**src/rtl/fabric_init_sequencer.sv**
```systemverilog
// fabric_init_sequencer: fabric reset / bring-up controller for the SmartFusion2 system block.
// Latency: lock-stable + 2 sync edges to FAB_RESET_N; 3 edges from ready/init to stage 0; 4 edges soft request.
// Backpressure: none; level-sensitive handshake with the reset controller. Optional macro: FABRIC_INIT_SEQ_TIMEOUT_EN
// (adds the WAIT_READY timeout and the sticky FAULT state).
module fabric_init_sequencer #(
  parameter int LOCK_STABLE_CYCLES   = 256,
  parameter int READY_TIMEOUT_CYCLES = 65536,
  parameter int NUM_STAGES           = 4,
  parameter int STAGE_GAP_CYCLES     = 16,
  parameter int CNT_W                = 17
) (
  input  logic                  CLK_BASE,
  input  logic                  RESET,
  input  logic                  FAB_CCC_LOCK,
  input  logic                  MSS_READY,
  input  logic                  INIT_DONE,
  input  logic                  SOFT_RESET_REQ,
  output logic                  FAB_RESET_N,
  output logic [NUM_STAGES-1:0] STAGE_RESET_N,
  output logic                  SYS_RUN,
  output logic                  FAULT,
  output logic [2:0]            STATE
);

  // State encodings; 0, 6, 7 (and 5 without the timeout) fall back to LOCK_WAIT.
  localparam logic [2:0] S_LOCK_WAIT  = 3'd1;
  localparam logic [2:0] S_WAIT_READY = 3'd2;
  localparam logic [2:0] S_STAGING    = 3'd3;
  localparam logic [2:0] S_RUN        = 3'd4;
`ifdef FABRIC_INIT_SEQ_TIMEOUT_EN
  localparam logic [2:0] S_FAULT      = 3'd5;
`endif

  localparam int K_W = 3;

  localparam logic [CNT_W-1:0] CNT_MAX   = {CNT_W{1'b1}};
  localparam logic [CNT_W-1:0] LOCK_LAST = CNT_W'(LOCK_STABLE_CYCLES - 1);
  localparam logic [CNT_W-1:0] GAP_LAST  = CNT_W'(STAGE_GAP_CYCLES - 1);
  localparam logic [K_W-1:0]   K_LAST    = K_W'(NUM_STAGES - 1);
`ifdef FABRIC_INIT_SEQ_TIMEOUT_EN
  localparam logic [CNT_W-1:0] TO_LAST   = CNT_W'(READY_TIMEOUT_CYCLES - 1);
`endif

  // Elaboration-time legality check: counts must fit the shared counter.
  if (LOCK_STABLE_CYCLES < 1 || LOCK_STABLE_CYCLES > (2**CNT_W) - 1 ||
      STAGE_GAP_CYCLES < 1 || STAGE_GAP_CYCLES > (2**CNT_W) - 1 ||
      READY_TIMEOUT_CYCLES < 1 || READY_TIMEOUT_CYCLES > (2**CNT_W) - 1 ||
      NUM_STAGES < 1 || NUM_STAGES > 8) begin : g_bad_params
    $error("fabric_init_sequencer: parameter out of range");
  end

  // Synchronizer and edge-detect flops.
  logic r_lock_m, r_lock_s;
  logic r_ready_m, r_ready_s;
  logic r_init_m, r_init_s;
  logic r_soft_m, r_soft_s, r_soft_s_d, r_soft_rise;

  // Control state.
  logic [2:0]       r_state;
  logic [CNT_W-1:0] r_cnt;
  logic [K_W-1:0]   r_k;

  // Registered outputs.
  logic                  r_fab_rst_n;
  logic [NUM_STAGES-1:0] r_stage_rst_n;
  logic                  r_sys_run;
`ifdef FABRIC_INIT_SEQ_TIMEOUT_EN
  logic                  r_fault;
`endif

  // Next-state values.
  logic [2:0]            w_state_nxt;
  logic [CNT_W-1:0]      w_cnt_nxt;
  logic [CNT_W-1:0]      w_cnt_inc;
  logic [K_W-1:0]        w_k_nxt;
  logic [K_W-1:0]        w_k_inc;
  logic                  w_rdy_all;
  logic                  w_fab_rst_n_nxt;
  logic [NUM_STAGES-1:0] w_stage_nxt;
  logic                  w_run_nxt;

  assign w_rdy_all = r_ready_s & r_init_s;
  assign w_cnt_inc = (r_cnt == CNT_MAX) ? r_cnt : r_cnt + 1'b1;
  assign w_k_inc   = r_k + 1'b1;

  // Two-flop synchronizers; the soft-request rise pulse is registered so the
  // request reaches the state register one edge after edge detection.
  always_ff @(posedge CLK_BASE) begin
    if (RESET) begin
      r_lock_m    <= 1'b0;
      r_lock_s    <= 1'b0;
      r_ready_m   <= 1'b0;
      r_ready_s   <= 1'b0;
      r_init_m    <= 1'b0;
      r_init_s    <= 1'b0;
      r_soft_m    <= 1'b0;
      r_soft_s    <= 1'b0;
      r_soft_s_d  <= 1'b0;
      r_soft_rise <= 1'b0;
    end else begin
      r_lock_m    <= FAB_CCC_LOCK;
      r_lock_s    <= r_lock_m;
      r_ready_m   <= MSS_READY;
      r_ready_s   <= r_ready_m;
      r_init_m    <= INIT_DONE;
      r_init_s    <= r_init_m;
      r_soft_m    <= SOFT_RESET_REQ;
      r_soft_s    <= r_soft_m;
      r_soft_s_d  <= r_soft_s;
      r_soft_rise <= r_soft_s & ~r_soft_s_d;
    end
  end

  // Next-state, counter and stage-index logic with the global exit priorities.
  always_comb begin
    w_state_nxt = r_state;
    w_cnt_nxt   = r_cnt;
    w_k_nxt     = r_k;
    case (r_state)
      S_LOCK_WAIT: begin
        if (!r_lock_s) begin
          w_cnt_nxt = '0;
        end else if (r_cnt == LOCK_LAST) begin
          w_state_nxt = S_WAIT_READY;
        end else begin
          w_cnt_nxt = w_cnt_inc;
        end
      end
      S_WAIT_READY: begin
        if (!r_lock_s) begin
          w_state_nxt = S_LOCK_WAIT;
        end else if (w_rdy_all) begin
          // A single stage is released directly on the entry edge.
          w_state_nxt = (NUM_STAGES == 1) ? S_RUN : S_STAGING;
`ifdef FABRIC_INIT_SEQ_TIMEOUT_EN
        end else if (r_cnt == TO_LAST) begin
          w_state_nxt = S_FAULT;
`endif
        end else begin
          w_cnt_nxt = w_cnt_inc;
        end
      end
      S_STAGING: begin
        if (!r_lock_s || r_soft_rise) begin
          w_state_nxt = S_LOCK_WAIT;
        end else if (!w_rdy_all) begin
          w_state_nxt = S_WAIT_READY;
        end else if (r_cnt == GAP_LAST) begin
          // Release the next bit; the last release moves straight to RUN.
          w_k_nxt   = w_k_inc;
          w_cnt_nxt = '0;
          if (w_k_inc == K_LAST) begin
            w_state_nxt = S_RUN;
          end
        end else begin
          w_cnt_nxt = w_cnt_inc;
        end
      end
      S_RUN: begin
        if (!r_lock_s || r_soft_rise) begin
          w_state_nxt = S_LOCK_WAIT;
        end else if (!w_rdy_all) begin
          w_state_nxt = S_WAIT_READY;
        end
      end
`ifdef FABRIC_INIT_SEQ_TIMEOUT_EN
      S_FAULT: begin
        // Sticky: lock changes are ignored, only a soft request leaves.
        if (r_soft_rise) begin
          w_state_nxt = S_LOCK_WAIT;
        end
      end
`endif
      default: begin
        w_state_nxt = S_LOCK_WAIT;
      end
    endcase
    // Counter and stage index restart on every state change.
    if (w_state_nxt != r_state) begin
      w_cnt_nxt = '0;
      w_k_nxt   = '0;
    end
  end

  // Output decode from the next state so outputs land on the same edge as the state.
  always_comb begin
    w_fab_rst_n_nxt = (w_state_nxt == S_WAIT_READY) || (w_state_nxt == S_STAGING) ||
                      (w_state_nxt == S_RUN);
    w_run_nxt       = (w_state_nxt == S_RUN);
    w_stage_nxt     = '0;
    if (w_state_nxt == S_RUN) begin
      w_stage_nxt = '1;
    end else if (w_state_nxt == S_STAGING) begin
      for (int i = 0; i < NUM_STAGES; i++) begin
        w_stage_nxt[i] = (K_W'(i) <= w_k_nxt);
      end
    end
  end

  // State, counter and registered outputs.
  always_ff @(posedge CLK_BASE) begin
    if (RESET) begin
      r_state       <= S_LOCK_WAIT;
      r_cnt         <= '0;
      r_k           <= '0;
      r_fab_rst_n   <= 1'b0;
      r_stage_rst_n <= '0;
      r_sys_run     <= 1'b0;
    end else begin
      r_state       <= w_state_nxt;
      r_cnt         <= w_cnt_nxt;
      r_k           <= w_k_nxt;
      r_fab_rst_n   <= w_fab_rst_n_nxt;
      r_stage_rst_n <= w_stage_nxt;
      r_sys_run     <= w_run_nxt;
    end
  end

`ifdef FABRIC_INIT_SEQ_TIMEOUT_EN
  // FAULT flag tracks the FAULT state.
  always_ff @(posedge CLK_BASE) begin
    if (RESET) begin
      r_fault <= 1'b0;
    end else begin
      r_fault <= (w_state_nxt == S_FAULT);
    end
  end
  assign FAULT = r_fault;
`else
  assign FAULT = 1'b0;
`endif

  assign FAB_RESET_N   = r_fab_rst_n;
  assign STAGE_RESET_N = r_stage_rst_n;
  assign SYS_RUN       = r_sys_run;
  assign STATE         = r_state;

endmodule

```
**config.mk**
```make
export PLATFORM = sky130hd
export DESIGN_NAME = fabric_init_sequencer
export DESIGN_NICKNAME = d
export VERILOG_FILES = /design/src/rtl/fabric_init_sequencer.sv
export SDC_FILE = /design/constraint.sdc
export NUM_CORES = 1
export LEC_CHECK = 0
export CAP_MARGIN = 20
export CORE_MARGIN = 4
export CORE_UTILIZATION = 43
export CTS_CLUSTER_DIAMETER = 60
export CTS_CLUSTER_SIZE = 25
export DETAILED_ROUTE_END_ITERATION = 8
export GPL_ROUTABILITY_DRIVEN = 0
export GPL_TIMING_DRIVEN = 1
export PLACE_DENSITY_LB_ADDON = 0.08
export SLEW_MARGIN = 25
export SYNTH_ARGS = -nofsm -noshare
export SYNTH_HDL_FRONTEND = slang
export SYNTH_SLANG_ARGS = --single-unit
```
**constraint.sdc**
```tcl
create_clock -name CLK_BASE -period 2.75 [get_ports CLK_BASE]
set_input_delay 0.55 -clock CLK_BASE [delete_from_list [all_inputs] [get_ports CLK_BASE]]
set_output_delay 0.55 -clock CLK_BASE [all_outputs]
set_load 0.005 [all_outputs]
```
==> flow_metrics.env, run 1 <==
export IMPL_fin_setup_tns_ps=0
export IMPL_ff2ff_path_depth=6
export IMPL_cts_sinks=39
export IMPL_synth_net_count=235
export IMPL_die_h_um=76.1
export IMPL_core_sq_um=4410
export IMPL_synth_simple_gate_area_share_pct=34.4
export IMPL_ys_warn_count=0
export IMPL_post_cts_setup_buffers=0
export IMPL_irDropWorstVdd_uv=360
export IMPL_clock_skew_ps=7.64
export IMPL_arrival_ps=2690
export IMPL_wl_per_cell_um=12.9
export IMPL_ys_seq_area_share_pct=39.2
export IMPL_h_tree_depth=2
export IMPL_area_growth_syn_to_layout_pct=14.6
export IMPL_outcome="completed"
export IMPL_numCtsBuffers=5
export IMPL_syn_area_per_cell_sq_um=8.81
export IMPL_synth_compound_area_share_pct=14.1
export IMPL_synth_area_mux_share_pct=2.01
export IMPL_initial_core_util_pct=45.1
export IMPL_max_cap_viol_count=0
export IMPL_num_vias=1627
export IMPL_synth_distinct_cells=52
export IMPL_num_antenna_cells=0
export IMPL_fin_crit_sh_pct=89.9
export IMPL_io_pins=16
export IMPL_worstSetupPathType="reg2reg"
export IMPL_synth_xor_area_share_pct=4.40
export IMPL_grt_max_degree=18
export IMPL_synth_fa_ha_area_share_pct=1.88
export IMPL_pre_cts_ws_ps=338
export IMPL_grt_pass1_wl_mm=6.65
export IMPL_ant_nets=0
export IMPL_critPathRequiredTime_ps=2960
export IMPL_clock_path_buffers=2
export IMPL_slew_viol_final=0
export IMPL_whs_path_depth=1
export IMPL_hold_class="reg2reg"
export IMPL_dieArea_sq_um=5790
export IMPL_path_cells="nor2b_1 > a221oi_1 > nor3_4 > nand3_1 > or4_1 > a21oi_1"
export IMPL_hold_end="r_soft_rise$_SDFF_PP0_"
export IMPL_power_mw=0.964
export IMPL_cts_resized=0
export IMPL_drc_errors=0
export IMPL_postLayoutSetupSlackWorst_ps=277
export IMPL_root_buffer="clkbuf_8"
export IMPL_cts_tree="done"
export IMPL_synth_area_sq_um=1990
export IMPL_start_kind="flop"
export IMPL_port_buffers=14
export IMPL_max_stage_delay_ps=620
export IMPL_synth_edff_count=0
export IMPL_crit_reg2reg_launch="STATE[0]$_SDFF_PP1_"
export IMPL_drt_wl_total_mm=3.87
export IMPL_post_dp_hpwl_mm=2.83
export IMPL_setup_violations=0
export IMPL_drive_gt1_share_pct=11.7
export IMPL_nNetsFinal=255
export IMPL_overflow=0
export IMPL_synth_seq_cells=39
export IMPL_dpl_instance_area_sq_um=2200
export IMPL_layout_commonest_cell="dfxtp_1"
export IMPL_cts_hold_buf=0
export IMPL_rows=24
export IMPL_first_pass_iters=4
export IMPL_die_w_um=76.1
export IMPL_grt_setup_unrepaired="false"
export IMPL_viasPerCell=5.44
export IMPL_postSynth_asyncResetShare_pct=0
export IMPL_drt_iter0_markers=54
export IMPL_hold_viol=0
export IMPL_reg2reg_to="r_cnt[10]$_SDFFE_PP0P_"
export IMPL_p_per_area_nw_per_um2=422
export IMPL_cpMaxStageDelayCell="or4_1"
export IMPL_synthCells=226
export IMPL_hold_start="r_soft_s_d$_SDFF_PP0_"
export IMPL_worstPathMaxFanout=14
export IMPL_fin_area_sq_um=2280
export IMPL_antenna_found_initial=0
export IMPL_final_cell_mix="39 x dfxtp_1, 18 x nand2_1, 17 x nor2_1"
export IMPL_fmax_ghz=0.404
export IMPL_critPathCaptureType="flop"
export IMPL_clk_pin_slew_ps=80
export IMPL_p_leak_nw=0.811
export IMPL_grt_pass1_vias=1432
export IMPL_clk_latency_ps=280
export IMPL_fin_crit_ps=2470
export IMPL_grt_use_total_pct=13.6
export IMPL_synth_top_family_by_area="simple AND/OR/NAND/NOR gates"
export IMPL_reg2reg_slack_ps=280
export IMPL_synthFlopType="dfxtp_1"
## worst max-delay path, delay by kind of cell (launching register included)
| kind | cells | cell delay (ps) |
|---|---|---|
| AND/OR/NAND/NOR | 4 | 1630 |
| AO/OA/AOI/OAI | 2 | 240 |
| flip-flops | 1 | 530 |
## synthesized netlist by cell type (all sizes together), types with 2 or more instances
master | n | area (sq um)
nand3 | 11 | 55.1
o31ai | 3 | 22.5
mux2i | 4 | 40.0
inv | 6 | 22.5
and2 | 2 | 12.5
xnor2 | 2 | 17.5
and3 | 2 | 12.5
buf | 5 | 38.8
or2 | 3 | 18.8
or4 | 3 | 26.3
nand2b | 4 | 25.0
nor3 | 5 | 47.5
dfxtp | 39 | 781
nand2 | 18 | 67.6
nor4b | 2 | 17.5
o221ai | 2 | 30.0
nand4b | 2 | 17.5
nor3b | 2 | 15.0
a211oi | 2 | 20.0
clkbuf | 3 | 11.3
o21ai | 12 | 60.1
nand4 | 9 | 56.3
a21oi | 15 | 75.1
nor2b | 15 | 93.8
ha | 3 | 37.5
or3 | 8 | 50.1
nor2 | 17 | 63.8
nor4 | 5 | 67.6
xor2 | 8 | 70.1
## cells by family after synthesis
kind of cell	Yosys count
compound gates	42
xor+xnor	10
fa+ha+maj	3
buf+inv	15
flops	39
mux	4
other cells	1
simple gates	112
## how the worst max path moves through the flow
stage	slack, ps	end	start	depth (start not counted)
CTS	320	r_cnt[10]$_SDFFE_PP0P_	STATE[0]$_SDFF_PP1_	6
finish	280	r_cnt[10]$_SDFFE_PP0P_	STATE[0]$_SDFF_PP1_	6
floorplan	590	r_cnt[1]$_SDFFE_PP0P_	r_cnt[0]$_SDFFE_PP0P_	9
global placement	400	r_cnt[9]$_SDFFE_PP0P_	STATE[0]$_SDFF_PP1_	6
detailed placement	340	r_cnt[10]$_SDFFE_PP0P_	STATE[0]$_SDFF_PP1_	6
global route	70	r_cnt[9]$_SDFFE_PP0P_	STATE[0]$_SDFF_PP1_	6
## metal layers
layer	global-route usage (%)	vias to the layer above	wire, um
met5	0	-	0
met4	4.02	0	37
met3	3.78	7	156
met2	20.3	21	1670
met1	19.1	744	2000
li1	-	855	-
## registers in the layout (all words and copies together) (netlist names), 3 cells and up
signal         cells
r_cnt             17
STATE              3
r_k                3
STAGE_RESET_N      4
## stage by stage
stage	utilization [%]	hold slack (ps)	std cells
2_1_floorplan	-	367	226
3_3_place_gp	49.8	378	291
3_5_place_dp	49.8	378	291
4_1_cts	51.7	389	299
5_1_grt	51.7	394	299
6_report	51.7	387	299
## report_power, final
part           total (mW)  internal, mW  leakage (nW)  switching (mW)
combinational      0.0247        0.0137         0.447          0.0109
clock               0.364         0.173        0.0477           0.191
sequential          0.575         0.571         0.316         0.00383
## cell type report
type                            count  area, sq um
Fill cell                         427         2130
Timing Repair Buffer               21          193
Inverter                            7         27.5
Clock buffer                        5         68.8
Clock inverter                      3         15.0
Tap cell                           52         65.1
Multi-Input combinational cell    172         1130
Sequential cell                    39          781
(Power assumes the default switching activity.)
==> run 2: changes to the inputs <==
--- a/config.mk
+++ b/config.mk
@@ -6,4 +6,5 @@
 export NUM_CORES = 1
 export LEC_CHECK = 0
+export ABC_CLOCK_PERIOD_IN_PS = 2750
 export CAP_MARGIN = 20
 export CORE_MARGIN = 4
@@ -14,4 +15,5 @@
 export GPL_ROUTABILITY_DRIVEN = 0
 export GPL_TIMING_DRIVEN = 1
+export MAX_ROUTING_LAYER = met4
 export PLACE_DENSITY_LB_ADDON = 0.08
 export SLEW_MARGIN = 25
==> constraint.sdc (replaced) <==
create_clock -name CLK_BASE -period 2.75 [get_ports CLK_BASE]
set_input_delay 0.55 -clock CLK_BASE [delete_from_list [all_inputs] [get_ports CLK_BASE]]
set_output_delay 0.55 -clock CLK_BASE [all_outputs]
set_load 0.05 [all_outputs]
==> flow_metrics.env, run 2 (synthesis gave the netlist of run 1 again) <==
export IMPL_outcome="completed"
export IMPL_largest_reg_flops=17
export IMPL_h_tree_depth=2
export IMPL_cts_resized=0
export IMPL_place_inst=291
export IMPL_antenna_found_initial=0
export IMPL_grt_pass1_wl_mm=6.67
export IMPL_max_stage_delay_ps=620
export IMPL_regMostFlops="r_cnt"
export IMPL_drt_iter0_markers=58
export IMPL_slew_viol_final=0
export IMPL_worstPathMaxFanout=14
export IMPL_wl_per_cell_um=12.9
export IMPL_busiest_layer="met2"
export IMPL_nNetsFinal=255
export IMPL_layout_commonest_cell="dfxtp_1"
export IMPL_fin_crit_ps=2480
export IMPL_worst_slew_pin_slew_ps=500
export IMPL_hold_start="r_soft_s_d$_SDFF_PP0_"
export IMPL_grt_max_degree=18
export IMPL_p_leak_nw=0.811
export IMPL_cts_sinks=39
export IMPL_start_kind="flop"
export IMPL_cpMaxStageDelayCell="or4_1"
export IMPL_crit_family="simple AND/OR/NAND/NOR gates"
export IMPL_grt_pass1_vias=1430
export IMPL_first_pass_iters=4
export IMPL_clock_path_buffers=2
export IMPL_numCtsBuffers=5
export IMPL_core_sq_um=4410
export IMPL_ant_nets=0
export IMPL_grt_setup_unrepaired="false"
export IMPL_initial_core_util_pct=45.1
export IMPL_cts_tree="done"
export IMPL_drc_errors=0
export IMPL_fin_cells=299
export IMPL_groute_layer_met2_usage_pct=20.3
export IMPL_area_growth_syn_to_layout_pct=14.6
export IMPL_die_w_um=76.1
export IMPL_hold_viol=0
export IMPL_clk_latency_ps=280
export IMPL_clock_skew_ps=7.60
export IMPL_grt_use_total_pct=14.0
export IMPL_worstSetupPathType="reg2reg"
export IMPL_whs_ps=387
export IMPL_clk_pin_slew_ps=80
export IMPL_port_buffers=14
export IMPL_io_pins=16
export IMPL_crit_reg2reg_launch="STATE[0]$_SDFF_PP1_"
export IMPL_drt_wl_total_mm=3.87
export IMPL_rows=24
export IMPL_irDropWorstVdd_uv=361
export IMPL_drive_gt1_share_pct=11.7
export IMPL_use_met3_pct=3.78
export IMPL_die_h_um=76.1
export IMPL_relSlewSlack_pct=66.6
export IMPL_post_dp_hpwl_mm=2.83
export IMPL_num_vias=1635
export IMPL_path_cells="nor2b_1 > a221oi_1 > nor3_4 > nand3_1 > or4_1 > a21oi_1"
export IMPL_crit_start="STATE[0]$_SDFF_PP1_"
export IMPL_viasPerCell=5.47
export IMPL_cts_hold_buf=0
export IMPL_critPathCaptureType="flop"
export IMPL_arrival_ps=2690
export IMPL_fmax_ghz=0.404
export IMPL_post_cts_setup_buffers=0
export IMPL_dieArea_sq_um=5790
export IMPL_grtUsageMet1_pct=19.1
export IMPL_num_antenna_cells=0
export IMPL_fin_crit_sh_pct=90.0
export IMPL_final_cell_mix="39 x dfxtp_1, 18 x nand2_1, 17 x nor2_1"
export IMPL_max_cap_viol_count=0
export IMPL_reg2reg_slack_ps=270
export IMPL_p_per_area_nw_per_um2=425
export IMPL_overflow=0
export IMPL_critPathBufInv=0
export IMPL_setup_violations=0
export IMPL_critPathRequiredTime_ps=2970
export IMPL_root_buffer="clkbuf_8"
export IMPL_fin_setup_tns_ps=0
export IMPL_hold_class="reg2reg"
-- run 2: cell counts in the layout (fill, tap and decap cells not counted) --
No cell type changed its count.
-- run 2: cell type report --
type | count | area, sq um
Fill cell | 427 | 2130
Multi-Input combinational cell | 172 | 1130
Tap cell | 52 | 65.1
Clock buffer | 5 | 68.8
Inverter | 7 | 27.5
Timing Repair Buffer | 21 | 193
Clock inverter | 3 | 15.0
Sequential cell | 39 | 781
-- run 2: worst paths after layout --
kind | to | depth (start not counted)
hold reg to reg | r_soft_rise$_SDFF_PP0_ | 1
setup / recovery | r_cnt[10]$_SDFFE_PP0P_ | 6
setup reg to reg | r_cnt[10]$_SDFFE_PP0P_ | 6
hold / removal | r_soft_rise$_SDFF_PP0_ | 1
-- run 2: through the flow --
stage / setup slack [ps] / util (%) / total power [mW] / cell area (sq um)
finish: 274 / 51.7 / 0.971 / 2280
global route: 65.1 / 51.7 / 1.01 / 2280
CTS: 315 / 51.7 / 0.985 / 2280
detailed placement: 338 / 49.8 / 0.615 / 2200
global placement: 405 / 49.8 / 0.616 / 2200
floorplan: 401 / - / 0.605 / 1990
-- run 2: routing by layer --
layer,vias to the layer above,routed length (um)
met1,746,2000
met5,-,0
li1,855,-
met4,0,37
met3,7,166
met2,27,1670
-- run 2: report_power, final --
group          switching, mW  internal [mW]  total [mW]  leakage, nW
clock                  0.196          0.174       0.369       0.0477
sequential           0.00378          0.571       0.575        0.316
combinational         0.0136         0.0137      0.0273        0.447
total                  0.213          0.758       0.971        0.811
==> run 3: changes to the inputs <==
- CTS_CLUSTER_DIAMETER: 60 -> not set
- MAX_ROUTING_LAYER: met4 -> not set
==> results of run 3 <==
The final DEF is identical to that of run 1. Status: completed.
Among the figures that moved: total power 0.964 mW -> 0.966 mW
